===== src/rtl/serial_add_ctrl.sv =====
// Bit-serial adder/subtractor: one shared full-adder slice, LSB first, WIDTH cycles per
// operation, with a valid/ready result handshake.
module serial_add_ctrl #(
    parameter int WIDTH = 8
) (
    input  logic             clk,
    input  logic             reset,
    input  logic             start,
    input  logic             sub,
    input  logic [WIDTH-1:0] a,
    input  logic [WIDTH-1:0] b,
    output logic             busy,
    output logic [WIDTH-1:0] result,
    output logic             cout,
    output logic             ovf,
    output logic             result_valid,
    input  logic             result_ready
);

    localparam int CW = $clog2(WIDTH) + 1;

    typedef enum logic [1:0] {IDLE, RUN, DONE} state_t;

    state_t           state;
    state_t           state_nxt;
    logic [WIDTH-1:0] op_a;
    logic [WIDTH-1:0] op_b;
    logic             carry;
    logic [CW-1:0]    cnt;
    logic             slice_y;
    logic             slice_z;
    logic             last_bit;

    assign slice_y  = op_a[0] ^ op_b[0] ^ carry;
    assign slice_z  = (op_a[0] & op_b[0]) | (op_a[0] & carry) | (op_b[0] & carry);
    assign last_bit = (cnt == CW'(WIDTH - 1));

    // NOTE: state is updated with non-blocking assignments so every register samples pre-edge values.
    always_ff @(posedge clk or posedge reset) begin
        if (reset) state <= IDLE;
        else       state <= state_nxt;
    end

    // NOTE: defaulting state_nxt first keeps this block free of inferred latches.
    always_comb begin
        state_nxt = state;
        case (state)
            IDLE:    if (start)        state_nxt = RUN;
            RUN:     if (last_bit)     state_nxt = DONE;
            DONE:    if (result_ready) state_nxt = IDLE;
            default:                   state_nxt = IDLE;
        endcase
    end

    always_comb begin
        busy         = (state != IDLE);
        result_valid = (state == DONE);
    end

    // Subtraction is a + ~b + 1: B is stored inverted and the carry is seeded with sub.
    always_ff @(posedge clk or posedge reset) begin
        if (reset) begin
            op_a   <= '0;
            op_b   <= '0;
            result <= '0;
            carry  <= 1'b0;
            cnt    <= '0;
            cout   <= 1'b0;
            ovf    <= 1'b0;
        end else begin
            case (state)
                IDLE: begin
                    if (start) begin
                        op_a  <= a;
                        op_b  <= sub ? ~b : b;
                        carry <= sub;
                        cnt   <= '0;
                    end
                end
                RUN: begin
                    result <= {slice_y, result[WIDTH-1:1]};
                    carry  <= slice_z;
                    op_a   <= op_a >> 1;
                    op_b   <= op_b >> 1;
                    cnt    <= cnt + CW'(1);
                    if (last_bit) begin
                        cout <= slice_z;
                        ovf  <= carry ^ slice_z;
                    end
                end
                default: ;
            endcase
        end
    end

endmodule


===== config.mk =====
export PLATFORM = sky130hd
export DESIGN_NAME = serial_add_ctrl
export DESIGN_NICKNAME = d
export VERILOG_FILES = /design/src/rtl/serial_add_ctrl.sv
export SDC_FILE = /design/constraint.sdc
export NUM_CORES = 1
export LEC_CHECK = 0
export CORE_AREA = 4 4 78 80
export DETAILED_ROUTE_END_ITERATION = 12
export DIE_AREA = 0 0 82 84
export MAX_ROUTING_LAYER = met4
export SYNTH_ARGS = -nofsm -noshare
export SYNTH_HDL_FRONTEND = slang
export SYNTH_SLANG_ARGS = --single-unit

===== constraint.sdc =====
create_clock -name clk -period 3.4 [get_ports clk]
set_clock_uncertainty 0.05 [all_clocks]
set_input_delay 0.34 -clock clk [delete_from_list [all_inputs] [get_ports clk]]
set_output_delay 0.34 -clock clk [all_outputs]
set_load 0.02 [all_outputs]

# Yosys cells after proc, flatten, opt, wreduce, memory -nomap -nowiden
# Cells that the tools add are included.
[totals] reg_bits=33 inputBits=21 output_inout_bits=12 word_cells=43
[op_classes] eq_ne=6 reduce_logical=6 addsub=1 mux=13 bitwise_logic=9
[op_table] cell="case mux 8 bit (2 select lines)" count=2
[op_table] cell="two-way mux 8 bit" count=3
[op_table] cell="inverter 8 bit" count=1
[op_table] cell="case mux 4 bit (2 select lines)" count=1
[op_table] cell="two-way mux 2 bit" count=3
[op_table] cell="case mux 2 bit (3 select lines)" count=1
[op_table] cell="adder 4 x 1 -> 4 bit (second input constant)" count=1
[op_table] cell="equality test 4 x 3 -> 1 bit (second input constant)" count=1
[op_table] cell="two-way mux 4 bit" count=1
[op_table] cell="!= test 2 bit (second input constant)" count=2
[op_table] cell="AND reduction 2 bit" count=2
[op_table] cell="nonzero test 2 bit" count=2
[op_table] cell="bitwise AND 1 bit" count=3
[op_table] cell="AND reduction 3 bit" count=1
[op_table] cell="bitwise XOR 1 bit" count=3
[op_table] cell="equality test 2 x 1 -> 1 bit (second input constant)" count=1
[op_table] cell="equality test 2 bit (second input constant)" count=1
[op_table] cell="logical NOT 2 bit" count=1
[op_table] cell="!= test 2 x 1 -> 1 bit (second input constant)" count=1
[op_table] cell="bitwise OR 1 bit" count=2
[op_table] cell="case mux 1 bit (2 select lines)" count=1
[op_table] cell="two-way mux 1 bit" count=1

# Logic depth before layout (Yosys ltp)
# Gate-level depths: netlist of run 1.
[depth] depth_word=4 ltp_mapped=5 ltp_nobuf=4

# Least setup slack after synthesis of run 1
# No wires, ideal clock.
[synth_timing] path_kind="register to register" start="register op_a[0]" end="register ovf" t_required_ns=3.222 path_slack_ns=1.961 period_less_slack_ns=1.439 setup_time_ns=0.128 stages_incl_launch_ff=4 arrival_ns=1.261 path_buffers=0 path_cell_list="dfrtp_1 -> fa_1 -> xor2_1 -> mux2_1"
[synth_via] elab_chain_len=4 word_cells_on_any_way=5 cone_classes="bitwise: 5"
[synth_rtl] item="from (decl)" line="26" source="logic [WIDTH-1:0] op_a;"
[synth_rtl] item="from (signal assigned)" line="83" source="op_a <= op_a >> 1;"
[synth_rtl] item="bitwise AND 1 bit" line="35" source="assign slice_z = (op_a[0] & op_b[0]) | (op_a[0] & carry) | (op_b[0] & carry);"
[synth_rtl] item="bitwise OR 1 bit (*) (2 in series)" line="35"
[synth_rtl] item="net slice_z" line="31" source="logic slice_z;"
[synth_rtl] item="bitwise XOR 1 bit (*)" line="88" source="ovf <= carry ^ slice_z;"
[synth_rtl] item="to (signal assigned)" line="88"
[synth_rtl] item="to (decl)" line="15" source="output logic ovf,"
# The timed path passes the listed nets; every way through them passes the cells marked *.
# A chain may end at the register's enable or synchronous reset.

# Worst setup path after layout of run 1
[layout_timing] start="register state[0]" end="output port result_valid"
[layout_via] elab_chain_len=1
[layout_rtl] item="from (decl)" line="24" source="state_t state;"
[layout_rtl] item="from (signal assigned)" line="41" source="else state <= state_nxt;"
[layout_rtl] item="equality test 2 bit" line="57" source="result_valid = (state == DONE);"
[layout_rtl] item="to (decl)" line="16" source="output logic result_valid,"
# No other way between the ends.

==> flow_summary_export.csv, run 1 <==
group,metric,value,unit
run_status,status,"completed",
critical_path,critPathLaunchType,"register",
logic_synthesis,ys_seq_area_frac,0.5193,
logic_synthesis,syn-cell-area,1590,um^2
power,power.density,749.1,nW/um^2
grt,grt_max_degree,34,
clock_tree,path_clk_slew,70,ps
timing,fmax,413.9,MHz
logic_synthesis,avgSynthCellArea,10.53,um^2
clock_tree,post_cts_resize_count,0,
clock_tree,h-tree-depth,2,
logic_synthesis,synth_fa_ha_area_frac,0.02046,
die,initial_core_util,0.2942,
placement,dp_slack,1165,ps
clock_tree,cts_tree,"built",
cells_and_area,nFillCells,556,
logic_synthesis,yosys.area_share.simple,0.2054,
critical_path,slowest_delay,930,ps
placement,numPortBuffers,32,
die,row_count,27,
die,core_area,5405,um^2
die,fp.dieW,82,um
logic_synthesis,yosys_warnings,0,
timing,tns,0,ps
timing,setup_viol,0,
logic_synthesis,ys_top_cells_by_area,"dfrtp_1, nand2_1, and3b_1, xor2_1, a221o_1",
clock_tree,cts_sinks,33,
clock_tree,insertion_delay,280,ps
logic_synthesis,synthMuxAreaShare,0.02046,
timing,period_needed,2416,ps
logic_synthesis,synthXorXnorAreaFrac,0.04957,
placement,gp_congestion,0.6927,
cells_and_area,nNetsFinal,204,
power,vdd_ir_drop_max,249.6,uV
hold_path,holdCritPathClass,"input pin to async pin",
cells_and_area,area_delta_synth_final,28.32,%
detailed_routing,drt-total-wl,3239,um
logic_synthesis,ys_types,30,
grt,grt_pass1_wl,5368,um
grt,grt_pass1_vias,1139,
timing,tightest_slew,944.1,ps
power,leakage,0.9918,nW
logic_synthesis,synth_edf_count,0,
logic_synthesis,synthArstFlopShare,1.000,
timing,rsz0062_at_grt,"no",
critical_path,criticalPathCategory,"register to output pin",
cells_and_area,layout-drive-gt1-share,0.06593,
die,dieArea,6888,um^2
detailed_routing,vias,1154,
logic_synthesis,synth_top_family_by_area,"simple AND/OR/NAND/NOR gates",
detailed_routing,wl_per_cell,12.75,um
logic_synthesis,synthesis.nets,174,
grt,overflow,0,
job,maxCapViolCount,0,
logic_synthesis,yosys_register_bits,33,
grt,grt_usage,0.1033,
timing,drv_slew,0,
detailed_routing,drt_iter0_markers,50,
clock_tree,root_buffer,"clkbuf_8",
critical_path,crit_path_end_kind,"output pin",
logic_synthesis,synth_top_area_share,0.5193,
cells_and_area,antenna_cells,0,
clock_tree,cts_hold_buffers,0,
detailed_routing,firstDrtPassIters,4,
clock_tree,postCtsSetupRepairBufs,0,
detailed_routing,drc_errors,0,
critical_path,crit_slowest_cell,"dfrtp_1",
logic_synthesis,syn_inst,151,
logic_synthesis,synth_compound_area_frac,0.1440,
logic_synthesis,yosysTopAreaCell,"dfrtp_1",
timing,relSlewSlack,0.3702,
critical_path,crit_path_cell_trace,"and2b_1, clkdlybuf4s50_1",
die,die-height,84,um
critical_path,required,3010,ps
critical_path,worst-path-max-fanout,31,
timing,fin_crit_sh,0.7107,
clock_tree,clockBufferDepth,2,
placement,hpwl,2151,um
logic_synthesis,synth-main-ff-cell,"dfrtp_1",
grt,antenna_found_initial,0,
die,ioPinCount,33,
timing,hold_viol,0,
detailed_routing,antenna_left,0,
clock_tree,cts_buffers,5,
detailed_routing,vias_per_cell,4.543,
critical_path,crit_arrival,2030,ps
timing,worst_slack,983.7,ps
## metrics by stage
stage | utilization | std cells | power (mW) | area, um^2 | hold slack [ps]
global placement | 0.3616 | 246 | 1.241 | 1954 | 419.9
CTS | 0.3775 | 254 | 1.549 | 2041 | 418.8
detailed placement | 0.3616 | 246 | 1.256 | 1954 | 423.9
global route | 0.3775 | 254 | 1.653 | 2041 | 447.5
floorplan | - | 151 | 1.060 | 1590 | 405.9
finish | 0.3775 | 254 | 1.529 | 2041 | 400.2
## cells by family (layout without fill, tap and decap cells)
logic type	count (synthesis)	count (layout)
muxes	3	3
DFF	33	33
and+or+nand+nor	58	58
adders and majority gates	2	2
xor gates and xnor gates	9	9
buffers and inverters	13	44
AOI/OAI and AO/OA	33	33
## layout by cell type (no fill, tap or decap), types with 2 or more instances in the layout
cell type and n:
o21ai_1 9, a22o_1 4, a21oi_1 9, mux2_1 2, clkdlybuf4s50_1 32, clkbuf_8 5
a221o_1 6, inv_1 3, xor2_1 9, clkinv_2 2, dfrtp_1 33, nand2b_1 2
nand2_1 34, and3b_1 14
## flip-flops by register name, indices dropped and copies added, names as in the netlist
name    flops
result      8
op_b        8
cnt         4
ovf         1
state       2
carry       1
cout        1
op_a        8
## final cells by class
type	instances	area, um^2	area share
clock buffers	5	68.82	0.03372
clock inverters	3	17.52	0.008584
inverters	3	11.26	0.005518
multi-input cells	105	699.4	0.3427
flip-flops and latches	33	825.8	0.4047
well taps	72	90.09	0.04414
repair buffers	33	327.8	0.1606
## per-layer routing
layer | up-vias | track usage | routed length (um)
li1 | 580 | - | -
met1 | 545 | 0.1440 | 1644
met2 | 27 | 0.1418 | 1415
met3 | 2 | 0.02916 | 160
met4 | 0 | 0.03625 | 18
met5 | - | - | 0
## final timing paths
kind	from	to	slack, ps	cells after the start
max in group asynchronous	reset	op_b[4]	2590	3
worst max-delay path	state[0]	result_valid	980	2
worst max register to register	state[0]	ovf	1150	3
min in group clk	result[0]	result[0]	430	2
worst min register to register	result[0]	result[0]	430	2
worst min-delay path	reset	state[1]	400	3
## cells in the mapped netlist (all sizes together), types with 2 or more instances
master   n
a21oi    9
a221o    6
a22o     4
and3b   14
buf      8
clkbuf   2
dfrtp   33
inv      3
mux2     2
nand2   34
nand2b   2
o21ai    9
xor2     9
## worst max-delay path: cells and delay by family, from the launching register on
kind	cells	cell delay [ps]
DFF	1	930
buffers and inverters	1	540
and+or+nand+nor	1	280
## power by group
group	switching [mW]	internal, mW	leakage, nW	total [mW]
registers	0.143	0.540	0.429	0.683
clock network	0.150	0.141	0.0439	0.291
logic	0.275	0.280	0.519	0.555
Power figures use the tool's default switching activity.
==> run 2: changes to the inputs <==
- clock period: 3.4 -> 2.4 ns (I/O delays scaled with it)
==> flow_summary_export.csv, run 2 (synthesis gave the netlist of run 1 again) <==
group,metric,value,unit
run_status,status,"completed",
clock_tree,cts_buffers,5,
clock_tree,root_buffer,"clkbuf_8",
die,row_count,27,
placement,hpwl,2245,um
power,clkPwrFrac,0.190,
power,p_sw,795.6,uW
clock_tree,clockBufferDepth,2,
grt,grt_usage,0.1072,
die,die-height,84,um
critical_path,crit_arrival,1720,ps
timing,fin_crit_sh,0.8384,
grt,grt_pass1_wl,5561,um
timing,rsz0062_at_grt,"no",
placement,dp.cells,252,
critical_path,critPathLaunchType,"register",
critical_path,crit_path_end_kind,"output pin",
detailed_routing,wl_per_cell,12.73,um
placement,numPortBuffers,32,
die,ioPinCount,33,
grt,overflow,0,
critical_path,required,2110,ps
cells_and_area,area_delta_synth_final,31.16,%
power,finalPower,2.222,mW
grt,grt_pass1_vias,1172,
detailed_routing,vias,1190,
timing,drv_slew,0,
timing,hold_viol,0,
critical_path,r2r-start,"state[0]",
cells_and_area,fin_util,0.3859,
die,initial_core_util,0.2942,
power,leakage,1.021,nW
clock_tree,postCtsSetupRepairBufs,0,
detailed_routing,drt-total-wl,3297,um
cells_and_area,final_cell_mix,"nand2_1, dfrtp_1, clkdlybuf4s50_1",
die,core_area,5405,um^2
clock_tree,insertion_delay,280,ps
timing,tightest_slew,913.9,ps
detailed_routing,drc_errors,0,
grt,grt_max_degree,34,
die,dieArea,6888,um^2
job,maxCapViolCount,0,
power,seqPwrFrac,0.420,
detailed_routing,drt_iter0_markers,50,
clock_tree,cts_hold_buffers,0,
timing,fmax,497.0,MHz
cells_and_area,mostFrequentLayoutCell,"nand2_1",
critical_path,rr_worst_depth,3,
detailed_routing,firstDrtPassIters,5,
cells_and_area,antenna_cells,0,
clock_tree,cts_tree,"built",
detailed_routing,vias_per_cell,4.595,
power,vdd_ir_drop_max,447.6,uV
cells_and_area,nNetsFinal,210,
clock_tree,cts_sinks,33,
power,p_int,1.426,mW
cells_and_area,top_regs,"op_a: 8 flops, op_b: 8 flops, result: 8 flops",
clock_tree,path_clk_slew,70,ps
timing,relSlewSlack,0.3904,
cells_and_area,layout.cells.non_filler,259,
die,fp.dieW,82,um
critical_path,critical_path.startpoint,"state[0]",
critical_path,criticalPathCategory,"register to output pin",
detailed_routing,antenna_left,0,
clock_tree,h-tree-depth,2,
timing,tns,0,ps
placement,gp_congestion,0.7228,
power,p_sw_frac,0.3581,
clock_tree,post_cts_resize_count,0,
cells_and_area,layout-drive-gt1-share,0.08556,
critical_path,worst-path-max-fanout,15,
power,power.density,1065,nW/um^2
hold_path,holdCritPathClass,"input pin to async pin",
timing,setup_viol,0,
power,combPwrFrac,0.390,
grt,antenna_found_initial,0,
timing,period_needed,2012,ps
## run 2: changes by cell type in the layout (fill, tap and decap cells not counted)
| cell | change |
|---|---|
| clkinv_2 | -2 |
| buf_4 | +6 |
| clkbuf_8 | +1 |
| clkbuf_1 | +1 |
| clkinvlp_4 | -1 |
## run 2: cell type report
class,instances,area [um^2]
repair buffers,39,372.9
fillers,557,3319
clock buffers,7,86.33
well taps,72,90.09
inverters,3,11.26
multi-input cells,105,699.4
flip-flops and latches,33,825.8
## run 2: path summary, 6_finish.rpt
kind	end	slack, ps
min in group clk	result[0]	430
min	result[6]	290
max	result_valid	390
max reg2reg	op_b[0]	600
max in group asynchronous	op_b[0]	1700
min reg2reg	result[0]	430
## run 2: layer usage
metal | wire, um | GRT usage
met3 | 231 | 0.03024
met4 | 38 | 0.04532
met1 | 1559 | 0.1410
met5 | 0 | -
met2 | 1467 | 0.1528
## run 2: critical path, stage by stage, from the launching register on
cell,delay [ps]
dfrtp_1,540
and2b_1,300
clkdlybuf4s50_1,610
## run 2: stage by stage
step / hold slack [ps] / setup WS [ps] / cell area, um^2
floorplan: 318.9 / 961.5 / 1590
global placement: 416.4 / 531.9 / 1999
detailed placement: 415.5 / 542.0 / 1999
CTS: 316.0 / 367.3 / 2086
global route: 342.9 / 297.7 / 2086
finish: 291.1 / 387.9 / 2086
## run 2: power by group through the flow
stage / sequential [mW] / combinational, mW / clock, mW
after global routing: 0.962 / 0.971 / 0.458
after detailed placement: 0.943 / 0.879 / 0
final: 0.933 / 0.867 / 0.421
after floorplan: 0.969 / 0.533 / 0
after global placement: 0.943 / 0.860 / 0
after CTS: 0.935 / 0.881 / 0.432
